File: src/rtl/des_pkg.sv
// rtl/des_pkg.sv - DES key schedule tables, geometry constants and helpers
package des_pkg;

  localparam int KEY_W  = 64;
  localparam int CD_W   = 28;
  localparam int SK_W   = 48;
  localparam int ROUNDS = 16;

  // Entries are 1-based DES bit numbers of the 64-bit key
  localparam int PC1 [0:55] = '{
    57, 49, 41, 33, 25, 17,  9,
     1, 58, 50, 42, 34, 26, 18,
    10,  2, 59, 51, 43, 35, 27,
    19, 11,  3, 60, 52, 44, 36,
    63, 55, 47, 39, 31, 23, 15,
     7, 62, 54, 46, 38, 30, 22,
    14,  6, 61, 53, 45, 37, 29,
    21, 13,  5, 28, 20, 12,  4
  };

  // Entries are 1-based bit numbers of the 56-bit C||D concatenation
  localparam int PC2 [0:47] = '{
    14, 17, 11, 24,  1,  5,
     3, 28, 15,  6, 21, 10,
    23, 19, 12,  4, 26,  8,
    16,  7, 27, 20, 13,  2,
    41, 52, 31, 37, 47, 55,
    30, 40, 51, 45, 33, 48,
    44, 49, 39, 56, 34, 53,
    46, 42, 50, 36, 29, 32
  };

  // Left-rotate amount applied before producing K(r+1), indexed by r
  localparam logic [1:0] SHIFTS [0:15] = '{
    2'd1, 2'd1, 2'd2, 2'd2, 2'd2, 2'd2, 2'd2, 2'd2,
    2'd1, 2'd2, 2'd2, 2'd2, 2'd2, 2'd2, 2'd2, 2'd1
  };

  typedef enum logic [1:0] {
    ST_IDLE,
    ST_ISSUE,
    ST_FIN
  } state_t;

  function automatic logic [0:2*CD_W-1] pc1(input logic [0:KEY_W-1] key);
    logic [0:2*CD_W-1] r;
    for (int i = 0; i < 2*CD_W; i++) begin
      r[i] = key[6'(PC1[i] - 1)];
    end
    return r;
  endfunction

  // Index 0 is the leftmost DES bit, so a left rotate pulls from higher indices
  function automatic logic [0:CD_W-1] rotl(input logic [0:CD_W-1] x, input logic [1:0] n);
    return (n == 2'd2) ? {x[2:27], x[0:1]} : {x[1:27], x[0]};
  endfunction

  function automatic logic [0:CD_W-1] rotr(input logic [0:CD_W-1] x, input logic [1:0] n);
    return (n == 2'd2) ? {x[26:27], x[0:25]} : {x[27], x[0:26]};
  endfunction

endpackage

File: src/rtl/des_pc2.sv
// rtl/des_pc2.sv - combinational PC-2 permutation of C/D into a 48-bit subkey
module des_pc2
  import des_pkg::*;
(
  input  logic [0:CD_W-1] c,
  input  logic [0:CD_W-1] d,
  output logic [0:SK_W-1] subkey
);

  logic [0:2*CD_W-1] cd;
  logic              pc2_unused;

  assign cd = {c, d};

  // The eight C/D positions that PC-2 discards
  assign pc2_unused = ^{cd[8], cd[17], cd[21], cd[24], cd[34], cd[37], cd[42], cd[53]};

  // Select each subkey bit from its PC-2 table position
  always_comb begin
    subkey = '0;
    for (int i = 0; i < SK_W; i++) begin
      subkey[i] = cd[6'(PC2[i] - 1)];
    end
  end

endmodule

File: src/rtl/des_key_schedule.sv
// rtl/des_key_schedule.sv - sequential DES subkey generator with valid/ready output
module des_key_schedule
  import des_pkg::*;
(
  input  logic            clk,
  input  logic            rst,
  input  logic            load,
  input  logic            mode,
  input  logic [0:63]     key_in,
  input  logic            subkey_ready,
  output logic [0:47]     subkey,
  output logic            subkey_valid,
  output logic [3:0]      round,
  output logic            busy,
  output logic            done
);

  state_t            state_q, state_d;
  logic              mode_q, mode_d;
  logic [0:CD_W-1]   c_q, d_q, c_d, d_d;
  logic [3:0]        round_d;
  logic              sk_load;
  logic              last;
  logic [0:SK_W-1]   sk_next;
  logic [0:2*CD_W-1] cd0;
  logic              parity_unused;

  assign cd0 = pc1(key_in);

  // PC-1 drops the eight parity bits of the key
  assign parity_unused = ^{key_in[7], key_in[15], key_in[23], key_in[31],
                           key_in[39], key_in[47], key_in[55], key_in[63]};

  assign last = mode_q ? (round == 4'd15) : (round == 4'd0);

  assign subkey_valid = (state_q == ST_ISSUE);
  assign busy         = (state_q != ST_IDLE);
  assign done         = (state_q == ST_FIN);

  // The subkey register is always loaded with PC-2 of the C/D value being registered
  des_pc2 u_pc2 (
    .c      (c_d),
    .d      (d_d),
    .subkey (sk_next)
  );

  // Next state and next C/D/round: rotate forward for encrypt, backward for decrypt
  always_comb begin
    state_d = state_q;
    mode_d  = mode_q;
    c_d     = c_q;
    d_d     = d_q;
    round_d = round;
    sk_load = 1'b0;
    unique case (state_q)
      ST_IDLE: begin
        if (load) begin
          state_d = ST_ISSUE;
          mode_d  = mode;
          sk_load = 1'b1;
          if (mode) begin
            c_d     = rotl(cd0[0:27], SHIFTS[0]);
            d_d     = rotl(cd0[28:55], SHIFTS[0]);
            round_d = 4'd0;
          end else begin
            c_d     = cd0[0:27];
            d_d     = cd0[28:55];
            round_d = 4'd15;
          end
        end
      end
      ST_ISSUE: begin
        if (subkey_ready) begin
          if (last) begin
            state_d = ST_FIN;
          end else begin
            sk_load = 1'b1;
            if (mode_q) begin
              c_d     = rotl(c_q, SHIFTS[round + 4'd1]);
              d_d     = rotl(d_q, SHIFTS[round + 4'd1]);
              round_d = round + 4'd1;
            end else begin
              c_d     = rotr(c_q, SHIFTS[round]);
              d_d     = rotr(d_q, SHIFTS[round]);
              round_d = round - 4'd1;
            end
          end
        end
      end
      ST_FIN: begin
        state_d = ST_IDLE;
      end
      default: begin
        state_d = ST_IDLE;
      end
    endcase
  end

  // FSM state register
  always_ff @(posedge clk or negedge rst) begin
    if (!rst) begin
      state_q <= ST_IDLE;
    end else begin
      state_q <= state_d;
    end
  end

  // C/D, mode, round and subkey registers
  always_ff @(posedge clk or negedge rst) begin
    if (!rst) begin
      mode_q <= 1'b0;
      c_q    <= '0;
      d_q    <= '0;
      round  <= 4'd0;
      subkey <= '0;
    end else begin
      mode_q <= mode_d;
      c_q    <= c_d;
      d_q    <= d_d;
      round  <= round_d;
      if (sk_load) begin
        subkey <= sk_next;
      end
    end
  end

endmodule

File: config.mk
export PLATFORM = sky130hd
export DESIGN_NAME = des_key_schedule
export DESIGN_NICKNAME = d
export VERILOG_FILES = /design/src/rtl/des_pkg.sv /design/src/rtl/des_pc2.sv /design/src/rtl/des_key_schedule.sv
export SDC_FILE = /design/constraint.sdc
export NUM_CORES = 1
export LEC_CHECK = 0
export ABC_AREA = 1
export BUFFER_PORTS_ARGS = -buffer_cell sky130_fd_sc_hd__buf_2
export CAP_MARGIN = 20
export CELL_PAD_IN_SITES_DETAIL_PLACEMENT = 0
export CELL_PAD_IN_SITES_GLOBAL_PLACEMENT = 1
export CORE_MARGIN = 2
export CORE_UTILIZATION = 35
export CTS_BUF_LIST = sky130_fd_sc_hd__clkbuf_8 sky130_fd_sc_hd__clkbuf_16
export DETAILED_ROUTE_END_ITERATION = 8
export PLACE_DENSITY_LB_ADDON = 0.1
export SYNTH_ARGS = -nofsm -noshare
export SYNTH_HDL_FRONTEND = slang
export SYNTH_SLANG_ARGS = --single-unit
File: constraint.sdc
create_clock -name clk -period 3.6 [get_ports clk]
set_clock_uncertainty 0.15 [all_clocks]
set_input_delay 0.18 -clock clk [delete_from_list [all_inputs] [get_ports clk]]
set_output_delay 0.18 -clock clk [all_outputs]
set_load 0.01 [all_outputs]
Word-level counts from Yosys, hierarchy flattened

Memories as Yosys holds them, arrays and structs flattened.
Index checks and enable logic that the tools add are counted.

Flip-flop bits (word level): 91
Memory bits (read-only): 64
Input bits: 69
Output and inout bits: 55
Logic and storage cells: 67
Memories kept: 2

$add $sub $neg: 2
Order comparisons: 2
Equal/unequal tests: 9
Muxes and demuxes: 35
Bitwise logic cells: 2
Reductions and logical operators: 7

Memory list:

| name            | words | bits a word | rd ports | clocked after Yosys merged registers in | wr ports | line                   | RTL |
|---|---|---|---|---|---|---|---|
| (no name shown) | 16    | 2           | 1        | 0                                       | 0        | des_key_schedule.sv:84 | `d_d = rotr(d_q, SHIFTS[round]);` |
| (no name shown) | 16    | 2           | 1        | 0                                       | 0        | des_key_schedule.sv:80 | `d_d = rotl(d_q, SHIFTS[round + 4'd1]);` |

Operator list:

| cell                                                | number |
|---|---|
| 2-to-1 mux 28 bit                                   | 12 |
| case mux 28 bit (2 select lines)                    | 2 |
| 2-to-1 mux 25 bit                                   | 2 |
| 2-to-1 mux 4 bit                                    | 5 |
| 2-to-1 mux 2 bit                                    | 7 |
| >= comparator 5 bit, second input constant          | 2 |
| inverter 4 -> 5 bit                                 | 2 |
| case mux 4 bit (2 select lines)                     | 1 |
| equality test 2 bit, second input constant          | 3 |
| != test 2 bit, second input constant                | 3 |
| adder 4 x 1 -> 4 bit, second input constant         | 1 |
| equality test 4 bit, second input constant          | 1 |
| logical NOT 4 bit                                   | 1 |
| 2-to-1 mux 1 bit                                    | 4 |
| case mux 2 bit (2 select lines)                     | 1 |
| AND reduction 4 bit                                 | 1 |
| nonzero test 2 bit                                  | 2 |
| subtractor 4 x 1 -> 4 bit, second input constant    | 1 |
| AND reduction 3 bit                                 | 1 |
| equality test 2 x 1 -> 1 bit, second input constant | 1 |
| logical NOT 2 bit                                   | 1 |
| != test 2 x 1 -> 1 bit, second input constant       | 1 |
| case mux 1 bit (2 select lines)                     | 1 |
| AND reduction 2 bit                                 | 1 |

Logic depth before layout (Yosys ltp)

Gate-level depths: netlist of run 1.

Depth after elaboration: 11
Mapped depth: 15
Gate-level depth less buffers: 14

Cells and area by module

Synthesis of run 1 repeated with hierarchy kept, for this count alone.

Cells, all modules: 1091
Area total of the unflattened synthesis: 7247.0 um2

By module, submodules not included:

| module           | instances | cells each | area an instance (um2) | seq. area each (um2) |
|---|---|---|---|---|
| des_key_schedule | 1         | 1042       | 6882.9                 | 2777.7 |
| des_pc2          | 1         | 49         | 364.1                  | 0.0 |

Worst setup path after synthesis of run 1

No wires, ideal clock.

Path type: reg2reg
Start point: reg round[0]
End point: reg d_q[16] in the netlist's numbering
Library setup time: 0.127 ns
Arrival time: 1.802 ns
Required time: 3.323 ns
Path slack: 1.521 ns
Cell stages (with the launch flop): 13
Buffers on the path: 2
Clock period less this slack: 2.079 ns
Cells stage by stage: dfrtp_1 -> inv_1 -> ha_1 -> inv_1 -> nand3_1 -> inv_1 -> nand2_2 -> nand2_1 -> buf_2 -> buf_2 -> nor2_1 -> o22ai_1 -> o22ai_1

Word-level cells in the longest chain between the ends: 11
Elaborated cells on any way between the ends: 22
Classes of those cells: add/sub: 1; eq/ne: 4; mux: 11; bitwise: 2; reduce/logical: 2; memory: 2

Ends and longest elaborated chain:

| item                                                | line                    | RTL |
|---|---|---|
| from (decl)                                         | des_key_schedule.sv:13  | `output logic [3:0] round,` |
| from (signal assigned)                              | des_key_schedule.sv:120 | `round <= round_d;` |
| adder 4 x 1 -> 4 bit                                | des_key_schedule.sv:80  |  |
| inverter 4 -> 5 bit (not written as such)           | des_key_schedule.sv:80  |  |
| memory (16 x 2 bit)                                 | n/a                     |  |
| 2-to-1 mux 2 bit (not written as such) (2 in a row) | des_key_schedule.sv:80  |  |
| equality test 2 bit                                 | des_pkg.sv:55           | `return (n == 2'd2) ? {x[2:27], x[0:1]} : {x[1:27], x[0]};` |
| 2-to-1 mux 28 bit                                   | des_pkg.sv:55           |  |
| 2-to-1 mux 28 bit                                   | des_key_schedule.sv:78  | `if (mode_q) begin` |
| 2-to-1 mux 28 bit                                   | des_key_schedule.sv:74  | `if (last) begin` |
| 2-to-1 mux 28 bit                                   | des_key_schedule.sv:73  | `if (subkey_ready) begin` |
| case mux 28 bit (2 select lines)                    | des_key_schedule.sv:55  | `unique case (state_q)` |
| to (signal assigned)                                | des_key_schedule.sv:113 | `d_q <= '0;` |
| to (signal assigned)                                | des_key_schedule.sv:119 | `d_q <= d_d;` |
| to (decl)                                           | des_key_schedule.sv:20  | `logic [0:CD_W-1] c_q, d_q, c_d, d_d;` |

Several ways; a longest one is shown, not always the timed one. The select of a mux whose other input is x is not followed.
A chain may end at the register's enable or synchronous reset.

Worst setup path after layout of run 1

Start point: reg round[1]
End point: reg c_q[25] in the netlist's numbering

Word-level cells in the longest chain between the ends: 11
Elaborated cells on any way between the ends: 20
Classes of those cells: add/sub: 1; eq/ne: 3; mux: 11; bitwise: 2; reduce/logical: 1; memory: 2

Ends and longest elaborated chain:

| item                                      | line                    | RTL |
|---|---|---|
| adder 4 x 1 -> 4 bit                      | des_key_schedule.sv:79  | `c_d = rotl(c_q, SHIFTS[round + 4'd1]);` |
| inverter 4 -> 5 bit (not written as such) | des_key_schedule.sv:79  |  |
| memory (16 x 2 bit)                       | n/a                     |  |
| 2-to-1 mux 2 bit (2 in a row)             | n/a                     |  |
| equality test 2 bit                       | n/a                     |  |
| 2-to-1 mux 28 bit                         | des_pkg.sv:55           |  |
| 2-to-1 mux 28 bit                         | des_key_schedule.sv:78  |  |
| 2-to-1 mux 28 bit *                       | des_key_schedule.sv:74  |  |
| 2-to-1 mux 28 bit *                       | des_key_schedule.sv:73  |  |
| case mux 28 bit (2 select lines) *        | des_key_schedule.sv:55  |  |
| net c_d (one bit)                         | des_key_schedule.sv:20  |  |
| to (signal assigned)                      | des_key_schedule.sv:112 | `c_q <= '0;` |
| to (signal assigned)                      | des_key_schedule.sv:118 | `c_q <= c_d;` |
| to (decl)                                 | des_key_schedule.sv:20  |  |

The timed path passes the listed nets; every way through them passes the cells marked *. The select of a mux whose other input is x is not followed.

==> flow_summary.json, run 1 <==
{
  "status": "finished, final reports clean",
  "tightestPinTransition_ns": 0.911,
  "setup_viol": 0,
  "synth_top_area_cell": "dfrtp_1",
  "start_util_pct": 35.3,
  "crit_family": "simple AND/OR/NAND/NOR gates",
  "diodes": 0,
  "hold_class": "in2reg",
  "maxCapViolations": 0,
  "tritoncts": "done",
  "critical_path_required_ns": 3.66,
  "fin_crit_sh_pct": 80.7,
  "grt_pass1_wl_mm": 32.2,
  "path_cells": "inv_1 > ha_1 > inv_1 > nand3_1 > inv_1 > nand2_2 > nand2_1 > buf_4 > nor2_1 > o211ai_1 > o21ai_0",
  "synth_flop_cell": "dfrtp_1",
  "clock_latency_ns": 0.36,
  "r2r-end": "c_q[25]",
  "fin_nets": 1023,
  "grt_usage_pct": 22.4,
  "synth.yosys.seq_area_share_pct": 37.7,
  "fp.dieH_um": 135,
  "die_area_mm2": 0.0183,
  "firstDrtPassIters": 5,
  "drt-initial-drc-count": 496,
  "io_buffer_count": 67,
  "dp.cells": 1133,
  "async_reset_ff_share_pct": 100,
  "multi_input_area_mm2": 0.00315,
  "path_clk_slew_ns": 0.07,
  "cp-end-kind": "register",
  "maxSlewViolCount": 0,
  "antenna_found_initial": 0,
  "relSlewSlack_pct": 39.3,
  "grt_overflow_total": 0,
  "syn_area_mm2": 0.00604,
  "ys_top_cells_by_count": "nand2_1, nand3_1, dfrtp_1",
  "min_to": "c_q[23]",
  "hpwlAfterDp_mm": 13.0,
  "final_cells": 1180,
  "routabilityCongestion": 0.832,
  "crit_slowest_cell": "dfrtp_1",
  "ir_drop_mv": 0.447,
  "ctsHtreeMaxLevel": 3,
  "wl_per_cell_um": 16.9,
  "drive_above_1_share_pct": 12.8,
  "clock.fmax_mhz": 344,
  "synth_edf_count": 0,
  "ys_ff_latch": 91,
  "finalPower_uw": 8060,
  "pre_cts_ws_ns": 0.787,
  "cts-root-buf": "clkbuf_16",
  "hp-start": "key_in[2]",
  "grt_pass1_vias": 5835,
  "avgSynthCellArea_um2": 6.88,
  "chipWidth_um": 135,
  "yosysUniqueCellTypes": 32,
  "ff2ff_path_depth": 11,
  "syn_inst": 878,
  "ys_top_cells_by_area": "dfrtp_1, nand2_1, nand3_1",
  "cts.sinks": 91,
  "slowest_delay_ns": 0.48,
  "critical_path_class": "reg2reg",
  "crit_buf_inv": 4,
  "rsz0062_at_grt": "false",
  "fin_crit_ns": 2.90,
  "finalWirelength_mm": 19.9,
  "final-seq-area_mm2": 0.00228,
  "timing.critical_path.mode_cell": "inv_1",
  "synth_most_common_cell": "nand2_1",
  "r2r_start": "round[1]",
  "cts_buffer_depth": 2,
  "core-area_mm2": 0.0171,
  "startpoint_type": "register",
  "hold_viol_final": 0,
  "arrival_ns": 2.97,
  "path_max_fanout": 13,
  "drc": 0,
  "rows": 48,
  "grt_max_degree": 67,
  "totalNegativeSetupSlack_ns": 0,
  "cts.repair.resized": 0,
  "drtAntennaViolNets": 0,
  "via_per_inst": 5.29,
  "setup_ws_ns": 0.695,
  "holdPathStages": 3,
  "area_growth_pct": 16.6,
  "cts_made_buffers": 9,
  "vias": 6246,
  "yosys_warnings": 0,
  "nFillCells": 1860,
  "p_per_area_mw_per_mm2": 1140,
  "pin_count": 124,
  "r2r_setup_slack_ns": 0.70,
  "p_leak_uw": 0.00347,
  "synth_top_area_share_pct": 37.7
}
logic make-up after synthesis:
group	count (synthesis)	share of synthesized area, %
and+or+nand+nor	472	32.8
DFF	91	37.7
xor gates and xnor gates	1	0.145
AOI/OAI and AO/OA	171	17.1
other	1	0.0620
buffers and inverters	138	11.5
adders and majority gates	4	0.828
cell usage in the layout (no fill, tap or decap), drive strengths merged, types with 4 or more instances in the layout:
| cell type | count |
|---|---|
| nand3 | 130 |
| o211ai | 32 |
| inv | 61 |
| nand2 | 296 |
| ha | 4 |
| clkbuf | 10 |
| o21ai | 65 |
| o22ai | 17 |
| conb | 20 |
| nor2 | 41 |
| dlygate4sd3 | 31 |
| a21oi | 34 |
| buf | 89 |
| a22oi | 16 |
| dfrtp | 91 |
routing by layer:
metal | part of all wire [%] | track usage (%)
met1 | 48 | 32.7
met4 | 1.7 | 7.70
met5 | 0 | 0
met2 | 44 | 33.9
met3 | 5.5 | 3.37
timing repair:
action,4_1_cts,5_1_grt
setup endpoints to repair,0,0
setup buffers,0,0
hold buffers,31,0
hold endpoints to repair,92,0
cell type report:
class	count	share of cell area (%)
sequential	91	32.3
clock buffer	10	3.39
multi-input combinational	668	44.6
timing repair buffer	120	11.5
inverter	60	3.20
clock inverter	6	0.906
tap	225	4.00
stage by stage:
| step | area, um2 | util [%] | hold slack (ns) |
|---|---|---|---|
| 2_1_floorplan | 6120 | - | -0.266 |
| 3_3_place_gp | 6430 | 37.6 | 0.224 |
| 3_5_place_dp | 6430 | 37.6 | 0.221 |
| 4_1_cts | 7050 | 41.2 | 0.0355 |
| 5_1_grt | 7050 | 41.2 | 0.0581 |
| 6_report | 7050 | 41.2 | 0.0491 |
sequential cells by signal (all words and copies together), names as in the netlist:
signal,cells
c_q,28
subkey,28
round,4
d_q,28
mode_q,1
state_q,2
power breakdown:
group          internal [uW]  switching [uW]
sequential              1540             486
clock                    558             443
combinational           1660            3370
tightest hold or removal path: cells and delay by family:
kind                   cells  cell delay [ns]
buffers and inverters      1             0.09
AND/OR/NAND/NOR            2             0.25
worst max path at each step:
stage	startpoint	end	slack [ns]	cells past startpoint
6_report	round[1]	c_q[25]	0.70	11
3_3_place_gp	round[0]	subkey[26]	0.81	12
5_1_grt	round[0]	c_q[25]	0.51	11
2_1_floorplan	round[0]	d_q[16]	1.52	12
3_5_place_dp	round[0]	c_q[25]	0.79	11
4_1_cts	round[0]	c_q[25]	0.75	11
No activity file was read; power rests on OpenSTA's default activity.
==> run 2, diff against run 1 <==
==> constraint.sdc (replaced) <==
create_clock -name clk -period 2.3 [get_ports clk]
set_clock_uncertainty 0.15 [all_clocks]
set_input_delay 0.115 -clock clk [delete_from_list [all_inputs] [get_ports clk]]
set_output_delay 0.115 -clock clk [all_outputs]
set_load 0.01 [all_outputs]
==> run 2 against run 1 <==
Count of clock-buffer cells in the layout up 1. Cell area is 5.2% higher. Non-clock buffer count increased by 18. Setup slack got worse by 0.57 ns. Utilization is 2.1 points higher.
==> flow_summary.json, run 2 (same netlist as run 1, synthesis figures left out) <==
{
  "status": "finished, final reports clean",
  "maxSlewViolCount": 0,
  "pin_count": 124,
  "finalWirelength_mm": 19.8,
  "cts_buffer_depth": 2,
  "arrival_ns": 2.32,
  "start_util_pct": 35.3,
  "startpoint_type": "register",
  "dp.cells": 1154,
  "drt-initial-drc-count": 589,
  "crit_buf_inv": 5,
  "mostFrequentLayoutCell": "nand2_1",
  "grt_overflow_total": 0,
  "antenna_found_initial": 0,
  "fin_crit_ns": 2.17,
  "critical_path_class": "reg2reg",
  "final_cells": 1198,
  "tightestPinTransition_ns": 0.697,
  "pre_cts_ws_ns": 0.0530,
  "setup_ws_ns": 0.129,
  "path_cells": "inv_1 > ha_1 > inv_1 > nand3_1 > inv_1 > nand2_2 > nand2_1 > buf_12 > buf_12 > o21ai_0 > o21ai_0 > nand2_1 > nand3_1",
  "ir_drop_mv": 0.728,
  "critical_path_required_ns": 2.45,
  "hpwlAfterDp_mm": 13.5,
  "die_area_mm2": 0.0183,
  "place_area_mm2": 0.00677,
  "vias": 6345,
  "p_leak_uw": 0.00366,
  "setup_viol": 0,
  "firstDrtPassIters": 5,
  "largestRegisters": "c_q x28, d_q x28, subkey x28",
  "io_buffer_count": 67,
  "grt_usage_pct": 22.5,
  "layout_common_cells": "nand2_1, nand3_1, dfrtp_1",
  "crit_family": "buffers and inverters",
  "core-area_mm2": 0.0171,
  "hold_viol_final": 0,
  "path_max_fanout": 21,
  "grt_max_degree": 67,
  "drive_above_1_share_pct": 15.7,
  "wl_per_cell_um": 16.6,
  "chipWidth_um": 135,
  "grt_pass1_vias": 6021,
  "via_per_inst": 5.30,
  "cts_made_buffers": 9,
  "crit_slowest_cell": "dfrtp_2",
  "p_per_area_mw_per_mm2": 1830,
  "timing.critical_path.mode_cell": "inv_1",
  "clock_latency_ns": 0.35,
  "diodes": 0,
  "cts-root-buf": "clkbuf_16",
  "grt_pass1_wl_mm": 32.5,
  "maxCapViolations": 0,
  "tritoncts": "done",
  "fin_crit_sh_pct": 94.4,
  "cts.sinks": 91,
  "relSlewSlack_pct": 53.5,
  "drc": 0,
  "ctsHtreeMaxLevel": 3,
  "slowest_delay_ns": 0.43,
  "routabilityCongestion": 0.857,
  "area_growth_pct": 22.6,
  "drtAntennaViolNets": 0,
  "fin_area_mm2": 0.00741,
  "rows": 48,
  "fin_nets": 1041,
  "hold_class": "in2reg",
  "cp-end-kind": "register",
  "fp.dieH_um": 135,
  "clock.fmax_mhz": 461,
  "path_clk_slew_ns": 0.07
}
-- run 2: worst paths after layout --
kind	start	end	slack, ns	depth (start not counted)
min in group asynchronous	rst	state_q[1]	0.14	2
max in group asynchronous	rst	subkey[23]	1.15	3
max reg2reg	round[0]	d_q[7]	0.13	13
min reg2reg	subkey[17]	subkey[17]	0.32	2
max	round[0]	d_q[7]	0.13	13
min	key_in[24]	c_q[3]	0.02	5
-- run 2: layout make-up --
type / count / area, um2
clock buffers: 11 / 253
clock inverters: 5 / 83.8
fillers: 1814 / 9700
inverters: 60 / 228
multi-input cells: 668 / 3170
flip-flops and latches: 91 / 2280
well taps: 225 / 282
repair buffers: 138 / 1110
-- run 2: repair_timing --
| action | 4_1_cts | 5_1_grt |
|---|---|---|
| setup buffers | 0 | 1 |
| endpoints found under the hold margin | 67 | 0 |
| resized for setup | 0 | 12 |
| endpoints found under the setup margin | 0 | 49 |
| hold buffers | 27 | 0 |
-- run 2: per-stage QoR --
step           hold slack (ns)  total power, uW  setup TNS, ns  util [%]
4_1_cts                0.00787            13500              0      43.1
3_5_place_dp          -0.00682            11600              0      39.5
6_report                0.0192            13600              0      43.3
3_3_place_gp           -0.0150            11600              0      39.5
2_1_floorplan           -0.331             8840              0         -
5_1_grt                 0.0407            14900        -0.0100      43.3
-- run 2: report_power, final --
| group | internal, uW | switching, uW |
|---|---|---|
| sequential | 2420 | 753 |
| combinational | 3220 | 5470 |
| clock | 1020 | 687 |
| total | 6660 | 6910 |
-- run 2: tightest hold or removal path: stages --
cell	delay, ns
buf_2	0.08
inv_1	0.04
nor2_1	0.12
a21oi_1	0.06
nand2_1	0.07
-- run 2: layer usage --
metal  global-route usage [%]  wire length [um]  up-vias  share of wire, %
li1                         -                 -     3064                 -
met1                     32.8              9470     3022                48
met2                     34.5              8850      235                45
met3                     3.59              1260       24               6.3
met4                     6.08               260        0               1.3
met5                        0                 0        -                 0
==> run 3, diff against run 2 <==
--- a/config.mk
+++ b/config.mk
@@ -8,7 +8,7 @@
 export ABC_AREA = 1
 export BUFFER_PORTS_ARGS = -buffer_cell sky130_fd_sc_hd__buf_2
 export CAP_MARGIN = 20
-export CELL_PAD_IN_SITES_DETAIL_PLACEMENT = 0
+export CELL_PAD_IN_SITES_DETAIL_PLACEMENT = 1
 export CELL_PAD_IN_SITES_GLOBAL_PLACEMENT = 1
 export CORE_MARGIN = 2
 export CORE_UTILIZATION = 35
==> run 3 against run 2 <==
Critical path depth decreased by 1. Utilization rose by 0.53 points. Via count up 2.5%. Fmax is essentially flat. Sequential power is essentially flat. Sequential share of layout area down 0.39 points. Wire length increased by 11%. Die area unchanged. Register-to-register slack hardly changed. Cell area increased by 1.2%. Critical path type unchanged. Critical endpoint is now subkey[13].
==> flow_summary.json, run 3 (same netlist as run 1, synthesis figures left out) <==
{
  "status": "finished, final reports clean",
  "maxSlewViolCount": 0,
  "grt_max_degree": 67,
  "layout_common_cells": "nand2_1, nand3_1, dfrtp_1",
  "drc": 0,
  "hpwlAfterDp_mm": 15.0,
  "pin_count": 124,
  "path_max_fanout": 12,
  "hold_class": "in2reg",
  "ctsHtreeMaxLevel": 3,
  "cts-root-buf": "clkbuf_16",
  "tightestPinTransition_ns": 0.674,
  "setup_viol": 0,
  "drt-initial-drc-count": 386,
  "routabilityCongestion": 0.857,
  "grt_overflow_total": 0,
  "via_per_inst": 5.41,
  "nFillCells": 2195,
  "arrival_ns": 2.27,
  "vias": 6505,
  "cp-end-kind": "register",
  "grt_usage_pct": 24.8,
  "chipWidth_um": 135,
  "wl_per_cell_um": 18.3,
  "fin_crit_ns": 2.17,
  "cts.sinks": 91,
  "diodes": 0,
  "antenna_found_initial": 0,
  "clock.fmax_mhz": 460,
  "p_leak_uw": 0.00370,
  "rsz0062_at_grt": "true",
  "area_growth_pct": 24.1,
  "drive_above_1_share_pct": 16.5,
  "clock_latency_ns": 0.36,
  "grt_pass1_wl_mm": 35.7,
  "relSlewSlack_pct": 55.1,
  "io_buffer_count": 67,
  "die_area_mm2": 0.0183,
  "fin_nets": 1046,
  "largestRegisters": "c_q x28, d_q x28, subkey x28",
  "finalWirelength_mm": 22.1,
  "hold_viol_final": 0,
  "fp.dieH_um": 135,
  "rows": 48,
  "post-route-util_pct": 43.8,
  "tritoncts": "done",
  "fin_crit_sh_pct": 94.5,
  "p_per_area_mw_per_mm2": 1880,
  "startpoint_type": "register",
  "critical_path_class": "reg2reg",
  "critical_path_required_ns": 2.40,
  "ir_drop_mv": 0.685,
  "maxCapViolations": 0,
  "mostFrequentLayoutCell": "nand2_1",
  "cts_buffer_depth": 2,
  "core-area_mm2": 0.0171,
  "grt_pass1_vias": 6794,
  "hold_ws_ns": 0.0530,
  "start_util_pct": 35.3,
  "firstDrtPassIters": 5,
  "path_clk_slew_ns": 0.07,
  "drtAntennaViolNets": 0,
  "cts_made_buffers": 9
}
[run 3: cell types whose count changed in the layout (fill, tap and decap cells not counted), sizes merged]
cell         change
buf              +3
clkinv           +1
clkinvlp         -1
dlygate4sd3      +1
inv              +1
[run 3: final timing paths]
check	cells after the start	end	start	slack [ns]
max in group asynchronous	3	subkey[23]	rst	1.15
setup reg to reg	12	subkey[13]	round[1]	0.13
hold / removal	4	c_q[7]	mode	0.05
hold reg to reg	2	subkey[3]	subkey[3]	0.33
setup / recovery	12	subkey[13]	round[1]	0.13
min in group asynchronous	2	state_q[1]	rst	0.15
[run 3: timing repair]
action	4_1_cts	5_1_grt
setup buffers	1	3
gates cloned	0	1
endpoints found under the hold margin	67	0
gates resized for setup	1	23
setup endpoints to repair	3	48
pin swaps	1	7
hold buffers	28	0
[run 3: power breakdown]
part | total [uW] | leakage (uW) | switching [uW] | internal [uW]
Clock | 1680 | 0.000166 | 693 | 987
Combinational | 9210 | 0.00242 | 5790 | 3420
Sequential | 3200 | 0.00112 | 777 | 2420
[run 3: cell type report]
cell class,count,area (um2),share of cell area [%]
clock buffers,10,239,3.18
clock inverters,6,88.8,1.18
well taps,225,282,3.75
multi-input cells,668,3190,42.5
inverters,60,230,3.07
flip-flops and latches,91,2280,30.4
repair buffers,143,1190,15.9
[run 3: through the flow]
| stage | setup slack, ns | instance area (um2) | total power [uW] | TNS (ns) | instances |
|---|---|---|---|---|---|
| final | 0.127 | 7500 | 14100 | 0 | 1203 |
| after global routing | -0.0181 | 7500 | 15300 | -0.0393 | 1203 |
| after CTS | 0.0167 | 7380 | 13700 | 0 | 1199 |
| after detailed placement | -0.0252 | 6770 | 11900 | -0.0252 | 1154 |
| after global placement | 0.0755 | 6770 | 11600 | 0 | 1154 |
| after floorplan | 0.221 | 6120 | 8840 | 0 | 897 |
[run 3: critical path: stages, from the launching register on]
cell	delay, ns
dfrtp_1	0.42
buf_4	0.17
ha_1	0.18
nand2_1	0.07
nand3_1	0.10
nand2_2	0.11
nand2_4	0.10
buf_6	0.16
o21ai_0	0.16
a21oi_1	0.06
o21ai_1	0.17
buf_4	0.15
nand2_1	0.05
[run 3: routing by layer]
metal,vias to the layer above,track usage [%],share of wire [%]
met5,-,0,0
met4,0,7.47,1.8
met3,32,4.45,4.3
met2,182,40.4,48
met1,3222,33.7,46
li1,3069,-,-
